### config.mk
export PLATFORM = sky130hd
export DESIGN_NAME = keypad_entry_ctrl
export DESIGN_NICKNAME = d
export VERILOG_FILES = /design/src/rtl/keypad_entry_ctrl.sv
export SDC_FILE = /design/constraint.sdc
export NUM_CORES = 1
export LEC_CHECK = 0
export CORE_ASPECT_RATIO = 1.25
export CORE_MARGIN = 2
export CORE_UTILIZATION = 60
export DETAILED_ROUTE_END_ITERATION = 12
export PLACE_DENSITY = 0.84
export REMOVE_ABC_BUFFERS = 1
export SLEW_MARGIN = 25
export SYNTH_ARGS = -nofsm -noshare
export SYNTH_HDL_FRONTEND = slang
export SYNTH_SLANG_ARGS = --single-unit
### constraint.sdc
create_clock -name clk -period 9.03 [get_ports clk]
set_input_delay 0.903 -clock clk [delete_from_list [all_inputs] [get_ports clk]]
set_output_delay 0.903 -clock clk [all_outputs]
set_load 0.05 [all_outputs]
### src/rtl/keypad_entry_ctrl.sv
// ============================================================================
// Module   : keypad_entry_ctrl
// Purpose  : Debounced 10-key keypad front-end building a 4-digit BCD entry,
//            converted to binary on ENTER and handed off via valid/ready.
// Revision : 1.0 - initial release
// ============================================================================
`default_nettype none

module keypad_entry_ctrl #(
    parameter int DEBOUNCE_CYCLES = 4,
    parameter int TIMEOUT_CYCLES  = 1000
) (
    input  logic        clk,
    input  logic        reset,
    input  logic [9:0]  key,
    input  logic        key_enter,
    input  logic        key_clear,
    input  logic        numero_ready,
    output logic [15:0] digits,
    output logic [2:0]  digit_count,
    output logic [13:0] numero,
    output logic        numero_valid,
    output logic        busy,
    output logic        error,
    output logic        timeout
);

    localparam int DW = $clog2(DEBOUNCE_CYCLES + 1) + 1;
    localparam int TW = (TIMEOUT_CYCLES > 0) ? $clog2(TIMEOUT_CYCLES + 1) + 1 : 1;
    localparam logic [DW-1:0] c_deb_max = DW'(DEBOUNCE_CYCLES);
    localparam logic [TW-1:0] c_tmo_max = TW'(TIMEOUT_CYCLES);

    typedef enum logic [2:0] {
        S_IDLE    = 3'd0,
        S_PRESS   = 3'd1,
        S_RELEASE = 3'd2,
        S_CONVERT = 3'd3,
        S_DONE    = 3'd4
    } state_t;

    state_t        state_q, state_d;
    logic [11:0]   sync1_q, sync2_q, prev_q;
    logic [DW-1:0] deb_q, deb_d;
    logic [15:0]   digits_q, digits_d;
    logic [2:0]    count_q, count_d;
    logic [13:0]   acc_q, acc_d;
    logic [1:0]    idx_q, idx_d;
    logic [13:0]   numero_q, numero_d;
    logic          valid_q, valid_d;
    logic          error_q, error_d;
    logic          timeout_q, timeout_d;
    logic [TW-1:0] tmo_q, tmo_d;

    logic [11:0]   w_v;
    logic [DW-1:0] w_run;
    logic          w_stable;
    logic          w_onehot;
    logic [3:0]    w_digit;
    logic [3:0]    w_cur_digit;
    logic [13:0]   w_acc_next;
    logic [TW-1:0] w_tmo_inc;
    logic          w_tmo_run;
    logic          w_accept;

    assign w_v         = sync2_q;
    assign w_stable    = (w_run >= c_deb_max);
    assign w_onehot    = (w_v != 12'd0) && ((w_v & (w_v - 12'd1)) == 12'd0);
    assign w_cur_digit = digits_q[{idx_q, 2'b00} +: 4];
    assign w_acc_next  = (acc_q * 14'd10) + {10'd0, w_cur_digit};
    assign w_tmo_inc   = tmo_q + TW'(1);
    assign w_tmo_run   = (TIMEOUT_CYCLES > 0) && (count_q != 3'd0) &&
                         ((state_q == S_IDLE) || (state_q == S_PRESS) ||
                          (state_q == S_RELEASE));

    // Run length of the current synchronized value, this cycle included.
    always_comb begin
        if (w_v != prev_q) begin
            w_run = DW'(1);
        end else if (deb_q >= c_deb_max) begin
            w_run = c_deb_max;
        end else begin
            w_run = deb_q + DW'(1);
        end
    end

    always_comb begin
        w_digit = 4'd0;
        for (int i = 0; i < 10; i++) begin
            if (w_v[i]) begin
                w_digit = 4'(i);
            end
        end
    end

    always_comb begin
        state_d   = state_q;
        deb_d     = w_run;
        digits_d  = digits_q;
        count_d   = count_q;
        acc_d     = acc_q;
        idx_d     = idx_q;
        numero_d  = numero_q;
        valid_d   = valid_q;
        error_d   = 1'b0;
        timeout_d = 1'b0;
        tmo_d     = tmo_q;
        w_accept  = 1'b0;

        case (state_q)
            S_IDLE: begin
                if (w_v != 12'd0) begin
                    state_d = S_PRESS;
                end
            end
            S_PRESS: begin
                if (w_v == 12'd0) begin
                    state_d = S_IDLE;
                end else if (w_stable) begin
                    w_accept = 1'b1;
                    state_d  = S_RELEASE;
                    if (!w_onehot) begin
                        error_d = 1'b1;
                    end else if (w_v[11]) begin
                        digits_d = 16'd0;
                        count_d  = 3'd0;
                        tmo_d    = '0;
                    end else if (w_v[10]) begin
                        if (count_q != 3'd0) begin
                            acc_d   = 14'd0;
                            idx_d   = 2'(count_q - 3'd1);
                            state_d = S_CONVERT;
                        end
                    end else if (count_q < 3'd4) begin
                        digits_d = {digits_q[11:0], w_digit};
                        count_d  = count_q + 3'd1;
                        tmo_d    = '0;
                    end else begin
                        error_d = 1'b1;
                    end
                end
            end
            S_RELEASE: begin
                if ((w_v == 12'd0) && w_stable) begin
                    state_d = S_IDLE;
                end
            end
            S_CONVERT: begin
                acc_d = w_acc_next;
                idx_d = idx_q - 2'd1;
                if (idx_q == 2'd0) begin
                    numero_d = w_acc_next;
                    valid_d  = 1'b1;
                    state_d  = S_DONE;
                end
            end
            S_DONE: begin
                if (numero_ready) begin
                    valid_d  = 1'b0;
                    digits_d = 16'd0;
                    count_d  = 3'd0;
                    tmo_d    = '0;
                    state_d  = S_RELEASE;
                end
            end
            default: state_d = S_IDLE;
        endcase

        // An accepted press in the same cycle suppresses the timeout.
        if (w_tmo_run && !w_accept) begin
            if (w_tmo_inc == c_tmo_max) begin
                digits_d  = 16'd0;
                count_d   = 3'd0;
                timeout_d = 1'b1;
                tmo_d     = '0;
            end else begin
                tmo_d = w_tmo_inc;
            end
        end

        if ((state_d == S_RELEASE) && (state_q != S_RELEASE)) begin
            deb_d = '0;
        end
    end

    always_ff @(posedge clk) begin
        if (reset) begin
            state_q   <= S_IDLE;
            sync1_q   <= 12'd0;
            sync2_q   <= 12'd0;
            prev_q    <= 12'd0;
            deb_q     <= '0;
            digits_q  <= 16'd0;
            count_q   <= 3'd0;
            acc_q     <= 14'd0;
            idx_q     <= 2'd0;
            numero_q  <= 14'd0;
            valid_q   <= 1'b0;
            error_q   <= 1'b0;
            timeout_q <= 1'b0;
            tmo_q     <= '0;
        end else begin
            state_q   <= state_d;
            sync1_q   <= {key_clear, key_enter, key};
            sync2_q   <= sync1_q;
            prev_q    <= w_v;
            deb_q     <= deb_d;
            digits_q  <= digits_d;
            count_q   <= count_d;
            acc_q     <= acc_d;
            idx_q     <= idx_d;
            numero_q  <= numero_d;
            valid_q   <= valid_d;
            error_q   <= error_d;
            timeout_q <= timeout_d;
            tmo_q     <= tmo_d;
        end
    end

    assign digits       = digits_q;
    assign digit_count  = count_q;
    assign numero       = numero_q;
    assign numero_valid = valid_q;
    assign busy         = (state_q == S_CONVERT) || (state_q == S_DONE);
    assign error        = error_q;
    assign timeout      = timeout_q;

endmodule

`default_nettype wire

==> impl.org, run 1 <==
** Worst hold path
- Type of the worst min-delay path :: reg -> reg
- Worst min-delay path endpoint :: sync2_q[11]
- Worst hold stages :: 1
- Startpoint of the worst hold path :: sync1_q[11]

** Worst setup path
- For flop-to-flop paths, the worst setup slack is 5.93 ns.
- The slowest stage of the critical path belongs to the cell clkdlybuf4s50_1.
- Required time at the worst-slack endpoint :: 8.13 ns
- R2R Path End :: numero[13]
- Worst r2r path cells :: 9
- The critical path goes through nand2_1, or2_2, o21ai_0, clkdlybuf4s50_1.
- Of all nets on the critical path, the largest fanout is 11.
- The worst register-to-register path begins at idx_q[0].
- Stage delay of the slowest cell on the critical path :: 0.84 ns
- The worst setup path is of the reg -> out kind.
- Kind of launch point of the worst setup path :: register
- Endpoint arrival time on the critical path :: 2.33 ns
- STA classifies the critical path endpoint as an output port.

** Clocking
- After clock tree synthesis, the clock-pin slew on the worst setup and hold paths is 0.11 ns.
- Post-CTS setup-driven buffer insertion count :: 0
- In this run the number of H-tree levels came out at 3.
- Clock sink count :: 105
- Cell chosen for the clock root :: clkbuf_8
- TritonCTS built the clock tree.
- At the later pin of the worst-skew pair, clock insertion delay measures 0.37 ns.
- Post-cts resize count :: 0
- Buffers from clock root to sink, at most :: 2
- For this design, the CTS-stage hold fixing added 0 buffers.
- Num CTS Buffers :: 9

** Synthesis
- By area the synthesized netlist is led by dfxtp_1, ha_1, nor2b_1.
- Most area-hungry cell type in the Yosys netlist :: dfxtp_1
- The synthesized design contains 105 register bits.
- For this run, the leading register cell type out of synthesis is dfxtp_1.
- Avg Cell Area, Syn :: 9.42 sq um
- Number of flops mapped to enable cells by yosys :: 0
- Sequential share of the synthesized area :: 42.3%
- Synth async-reset ratio :: 0%
- Number of different library cells in the post-synthesis netlist :: 66
- Cell area after synthesis :: 4970 sq um
- Yosys synthesis warning count :: 0
- Share of the synthesized area in the top cell type :: 42.3%
- Synthesized instance count :: 528

** Floorplan
- Cell row count :: 37
- During I/O placement, the number of pins put on the boundary was 52.
- The die is 106 um tall.
- Die area :: 9040 sq um
- The total area inside the core boundary comes to 8150 sq um.
- Once the floorplan was initialized, standard cells occupied 61.1% of the core.
- From left edge to right edge, the die measures 85.4 um.

** Place
- Post-DP HPWL :: 7.55 mm
- Routability-driven placement finished with a final weighted congestion of 0.873.
- Placed cell count :: 654
- Buffers on Ports :: 51

** Detailed routing
- Dividing the detail-routed wire length by the instance count gives 15.6 um.
- The first TritonRoute pass finished after 4 iterations.
- The final route contains 3992 vias.
- Routed signal wires occupy layers up through met4.
- Wire length the detailed router placed on met1 :: 4.25 mm
- Drt drc :: 0
- In the detailed route, the total length drawn on met3 is 475 um.
- The first routing iteration left 182 violations.
- Using the TritonRoute via totals, the vias-per-cell ratio works out to 5.96.
- The count of nets left with antenna violations once routing finished came out at 0.
- Wire length on met2 :: 5.43 mm
- For this block, the routed nets add up to 10.5 mm of wire.

** Pwr
- Total chip power :: 0.851 mW
- Total power density per cell area :: 148 nW/um^2
- Leakage power total :: 2.25 nW
- VDD sags by at most 0.142 mV.

** Finish
- Relative to the synthesized area, the layout overhead comes to 15.4%.
- Number of nets in the finished design :: 611
- The library cell used most frequently in the layout, excluding fill and tap cells, is dfxtp_1.
- Antenna Cells :: 0
- Most frequent cells in the layout :: dfxtp_1, clkdlybuf4s50_1, nor2_1
- Share of post-route cells with drive strength above 1 :: 8.38%
- Post-route insts no fill :: 670

** STA
- Across the routed clock network, the largest skew measured is 0.0206 ns.
- Fin. max-slew vios :: 0
- Pin slew with the least headroom to its limit :: 0.909 ns
- Final critical path time including I/O delays and setup :: 3.23 ns
- Based on the critical path, the design can be clocked at up to 310 MHz.
- In this run the tightest slew margin relative to its limit is 39.2%.
- The worst path uses 35.8% of the clock period.
- Hold is met by 0.446 ns.
- Setup repair after global routing missed its margin :: no
- Final setup violation count :: 0
- Final hold violation count :: 0
- Total Neg Setup Slack :: 0 ns

** GRT
- Entering global routing, the biggest net connects 60 pins.
- Global-route total usage across every layer :: 24.2%
- The number of global-route vias before repair is 3826.
- The initial antenna violation count came to 0.
- The first global-routing pass estimated 17.6 mm of wire.
- Global route overflow :: 0

** Flow run
- Across the run, the number of max-cap violations was 0.

** Outcome
- Status :: finished, final reports clean
report_power, final:
part	leakage, nW	internal, mW	switching (mW)	total, mW
clock	0.109	0.136	0.177	0.313
combinational	1.29	0.0253	0.0332	0.0585
sequential	0.853	0.472	0.00810	0.480
total	2.25	0.633	0.218	0.851
synthesized netlist by cell type, drive strengths merged, types with 3 or more instances:
library cell    n
a211oi          6
a21o            3
a21oi          25
a22o           31
a31oi           5
and2            3
and3            4
buf             3
clkbuf         22
dfxtp         105
ha             26
inv            15
maj3            3
mux4            4
nand2          32
nand3          16
nand4           5
nor2           46
nor2b          39
nor3           17
nor4            6
o2111ai         3
o211ai          3
o21a            3
o21ai          19
o31ai           7
or2             3
or3             6
or4             3
xnor2          23
xor2            9
metrics by stage:
stage                     util, %  setup slack, ns  area (sq um)
after floorplan                 -             6.25          4870
after global placement       67.8             5.96          5520
after detailed placement     67.8             5.93          5520
after CTS                    70.4             5.78          5740
after global routing         70.5             5.59          5740
final                        70.5             5.80          5740
layout make-up:
class | count | area [sq um]
multi-input cells | 383 | 2720
fillers | 629 | 2410
flip-flops and latches | 105 | 2100
repair buffers | 54 | 528
clock buffers | 9 | 124
well taps | 97 | 121
clock inverters | 7 | 92.6
inverters | 15 | 56.3
sequential cells by signal, summed over array words and instances (netlist names):
name          flops
tmo_q            11
timeout           1
sync2_q          12
digits           16
state_q           3
error             1
numero_valid      1
numero           14
prev_q           12
deb_q             4
acc_q            13
idx_q             2
digit_count       3
sync1_q          12
per-layer routing:
layer	track usage (%)	up-vias
met2	42.8	111
met1	28.6	1872
met3	3.45	26
li1	-	1983
met5	0	-
met4	11.0	0
worst max-delay path by stage:
stage / slack [ns] / to / start / cells after the start
after floorplan: 6.25 / tmo_q[9] / digit_count[0] / 8
after global placement: 5.96 / numero[13] / idx_q[0] / 9
after detailed placement: 5.93 / numero[13] / idx_q[0] / 9
after CTS: 5.78 / busy / state_q[0] / 4
after global routing: 5.59 / numero[13] / idx_q[0] / 9
final: 5.80 / busy / state_q[0] / 4
worst max-delay path: cells and delay by family, from the launching register on:
kind / cells / cell delay, ns
flip-flops: 1 / 0.54
AND/OR/NAND/NOR: 2 / 0.45
AO/OA/AOI/OAI: 1 / 0.13
buffers and inverters: 1 / 0.84
cell families after synthesis:
group           after synthesis  synth area share (%)
simple gates                189                  20.1
compound gates              123                  18.0
flops                       105                  42.3
buf+inv                      40                  3.22
xor+xnor                     33                  6.09
fa+ha+maj                    31                  7.97
mux                           6                  2.24
other cells                   1                0.0754
No activity file was read; power rests on OpenSTA's default activity.
==> run 2, diff against run 1 <==
--- a/config.mk
+++ b/config.mk
@@ -7,9 +7,9 @@
 export LEC_CHECK = 0
 export CORE_ASPECT_RATIO = 1.25
 export CORE_MARGIN = 2
-export CORE_UTILIZATION = 60
+export CORE_UTILIZATION = 51
 export DETAILED_ROUTE_END_ITERATION = 12
-export PLACE_DENSITY = 0.84
+export PLACE_DENSITY = 0.76
 export REMOVE_ABC_BUFFERS = 1
 export SLEW_MARGIN = 25
 export SYNTH_ARGS = -nofsm -noshare
==> constraint.sdc (replaced) <==
create_clock -name clk -period 2.9 [get_ports clk]
set_input_delay 0.29 -clock clk [delete_from_list [all_inputs] [get_ports clk]]
set_output_delay 0.29 -clock clk [all_outputs]
set_load 0.05 [all_outputs]
==> run 2 against run 1 <==
- sequential cell count stayed put
- first-iteration DRC count is 35% higher
- worst hold slack worse by 0.039 ns
- via count is 2.9% higher
- largest power group unchanged
- design area is 6.7% higher
- critical path depth is 4 higher
- sequential share of layout area is 2.3 points lower
- final cell count is 8.1% higher
- setup slack worse by 5.7 ns
- clock skew is 0.013 ns lower
==> impl.org, run 2 (same netlist as run 1, synthesis figures left out) <==
** Outcome
- Status :: finished, final reports clean

** Clocking
- Total number of H-tree levels :: 3 (unchanged)
- Clock sink count :: 105 (unchanged)
- TritonCTS built the clock tree.
- The tree is rooted in a clkbuf_16.
- Buffers from clock root to sink, at most :: 2 (unchanged)
- The clock-pin transition on the worst setup and hold timing paths was 0.08 ns (-0.03 ns).
- Clock Latency Late Sink :: 0.35 ns (-0.02 ns)
- The number of buffers added to fix hold violations after cts is 0 (unchanged).
- Num CTS Buffers :: 9 (unchanged)

** Worst setup path
- Worst r2r path cells :: 8 (-1)
- Max stage delay cell, worst path :: or4_4
- Worst setup EP type :: register
- R2R Path End :: deb_q[1]
- Crit Reg-Reg Startpoint :: sync2_q[4]
- Worst-path maximum fanout :: 7 (-4)
- Buffers plus inverters on the worst setup path :: 1 (unchanged)
- The number of gates on the worst path with buffers counted is 8 (+4).
- Endpoint arrival time on the critical path :: 3.04 ns (+0.71 ns)
- The kind of cell with the highest combined delay along the critical path is simple AND/OR/NAND/NOR gates.
- The delay of the slowest critical-path stage came to 0.60 ns (-0.24 ns).
- The critical path is of the reg -> reg type.
- Setup slack on the worst flop-to-flop path :: 0.10 ns (-5.83 ns)
- In this run the worst setup path terminates at deb_q[1].
- Cell chain of the critical path :: or4_4, or4b_4, nand4_1, nor4_4, buf_4, a211oi_1, a21oi_1, and4_1
- The most critical setup path has its startpoint at sync2_q[4].
- STA classifies the critical path startpoint as a register.
- The data required time at the worst endpoint came to 3.14 ns (-4.99 ns).

** STA
- The worst path in the final design needs a cycle of 2.80 ns, including I/O delays and setup.
- Pin slew with the least headroom to its limit :: 0.610 ns (-0.299 ns)
- The headroom to the max-slew limit was 59.1% (+20 points).
- Worst clock skew on the final layout :: 0.00768 ns (-0.0129 ns)
- Fin. max-slew vios :: 0 (unchanged)
- Peak Freq :: 358 MHz
- The worst hold slack was 0.407 ns (-0.0389 ns).
- Total Neg Setup Slack :: 0 ns (unchanged)
- The number of failing setup endpoints in the final timing report came to 0 (unchanged).
- Final hold violation count :: 0 (unchanged)
- The final critical path takes up 96.4% of the cycle.
- The worst path setup slack after routing was 0.103 ns (-5.70 ns).

** GRT
- The pin count of the biggest net entering global routing was 40 (-33%).
- Global-route total usage across every layer :: 21.3% (-3.0 points)
- The wire length of the first global-routing pass was 17.9 mm (+1.7%).
- The initial antenna violation count is 0 (unchanged).
- Global route overflow :: 0 (unchanged)
- The number of global-route vias before repair was 3969 (+3.7%).

** Detailed routing
- The remaining number of nets flagged by the antenna check after routing was 0 (unchanged).
- Drt drc :: 0 (unchanged)
- Routed via count :: 4107 (+2.9%)
- The routed wirelength normalized by instance count came to 15.2 um (-2.9%).
- The routed wire length came to 11.0 mm (+5.0%).
- Ratio of routed vias to standard cells :: 5.67 (-4.8%)
- The violation count after the first detailed-routing iteration is 246 (+35%).
- First-pass iteration count of the detailed router :: 4 (unchanged)

** Finish
- Most frequent cells in the layout :: dfxtp_1, clkdlybuf4s50_1, nor2_1
- From synthesis to final layout, the design area changed by 23.2%.
- The flip-flop count of the largest register, all copies and words added was 16 (unchanged).
- Leaving out fill and tap cells, the most frequent cell in the layout is dfxtp_1.
- Final core utilization :: 64.1% (-6.4 points)
- Area used by multi-input combinational logic :: 2800 sq um (+3.0%)
- The number of cells in the finished layout apart from fillers came to 724 (+8.1%).
- The number of filler cells placed in the layout was 780 (+24%).
- The count of nets after finishing is 636 (+4.1%).
- Post-route standard cell area excluding fillers :: 6130 sq um (+6.7%)
- Share of post-route cells with drive strength above 1 :: 14.7% (+6.3 points)
- Antenna Cells :: 0 (unchanged)
- Combined flip-flop and latch cell area :: 2100 sq um (+0.12%)

** Worst hold path
- Startpoint of the worst hold path :: reset
- The min-delay analysis places its worst path in the category in -> reg.

** Pwr
- Switching power :: 0.726 mW (+230%)
- The share of power burned in combinational logic was 6.8% (about the same).
- Total power density per cell area :: 471 nW/um^2 (+220%)
- IR drop worst, VDD :: 0.431 mV (+200%)
- The overall power of the completed layout is 2.89 mW (+240%).
- Part of the power in registers :: 51.6% (-4.8 points)
- The internal power component came to 2.16 mW (+240%).
- Clk network pwr share :: 41.6% (+4.8 points)
- The switching power as a share of total power is 25.1% (-0.47 points).
- Leakage power total :: 2.44 nW (+8.3%)

** Place
- RD Place Congestion :: 0.896 (+2.5%)
- Buffers on Ports :: 51 (unchanged)
- Dpl cell area :: 5730 sq um (+3.7%)
- Placed cell count :: 705 (+7.8%)
- Worst setup slack before clock tree synthesis :: -0.00488 ns (-5.93 ns)
- Post-DP HPWL :: 7.92 mm (+4.9%)

** Floorplan
- Die X-Extent :: 92.3 um (+8.1%)
- Area inside the core boundary :: 9560 sq um (+17%)
- The effective utilization at floorplan came to 52.0% (-9.0 points).
- Number of ports placed on the die boundary :: 52 (unchanged)
- The number of placement rows came to 40 (+8.1%).
- Die area :: 10600 sq um (+17%)
- Vertical extent of the die :: 114 um (+8.1%)

** Flow run
- The number of violations of the max-capacitance limit is 0 (unchanged).
==> run 2: metal layers <==
layer | up-vias | share of wire [%] | global-route usage [%]
met5 | - | 0 | 0
met4 | 0 | 3.0 | 11.1
met3 | 27 | 3.5 | 3.69
met2 | 88 | 53 | 38.8
met1 | 1957 | 41 | 23.4
li1 | 2035 | - | -
==> run 2: worst reg2reg max path: stages, from the launching register on <==
cell and delay (ns):
dfxtp_1 0.38, or4_4 0.60, or4b_4 0.55, nand4_1 0.22, nor4_4 0.10, buf_4 0.15, a211oi_1 0.31, a21oi_1 0.16
and4_1 0.23
==> run 2: how the worst min path moves through the flow <==
stage                   endpoint  slack, ns  cells after the start
finish              numero_valid       0.41                      2
floorplan             prev_q[10]       0.36                      1
CTS                    numero[2]       0.41                      2
global placement     sync2_q[11]       0.42                      1
detailed placement    sync2_q[1]       0.42                      1
global route           numero[4]       0.43                      2
==> run 2: power groups by stage <==
stage                     sequential, mW  combinational, mW  clock (mW)
final                               1.49              0.195        1.20
after global routing                1.49              0.214        1.27
after CTS                           1.49              0.192        1.22
after detailed placement            1.52              0.191           0
after global placement              1.52              0.187           0
after floorplan                     1.53              0.110           0
==> run 2: area by class of cell <==
class / count / area share, %
Timing Repair Buffer: 79 / 11.7
Multi-Input combinational cell: 383 / 45.7
Tap cell: 126 / 2.57
Sequential cell: 105 / 34.3
Clock buffer: 9 / 3.67
Clock inverter: 7 / 1.12
Inverter: 15 / 0.919
==> run 2: what timing repair did <==
action / in CTS / in global routing
setup buffers: 0 / 3
endpoints found under the setup margin: 1 / 23
gates resized for setup: 1 / 16
hold endpoints to repair: 0 / 0
pin swaps: 0 / 8
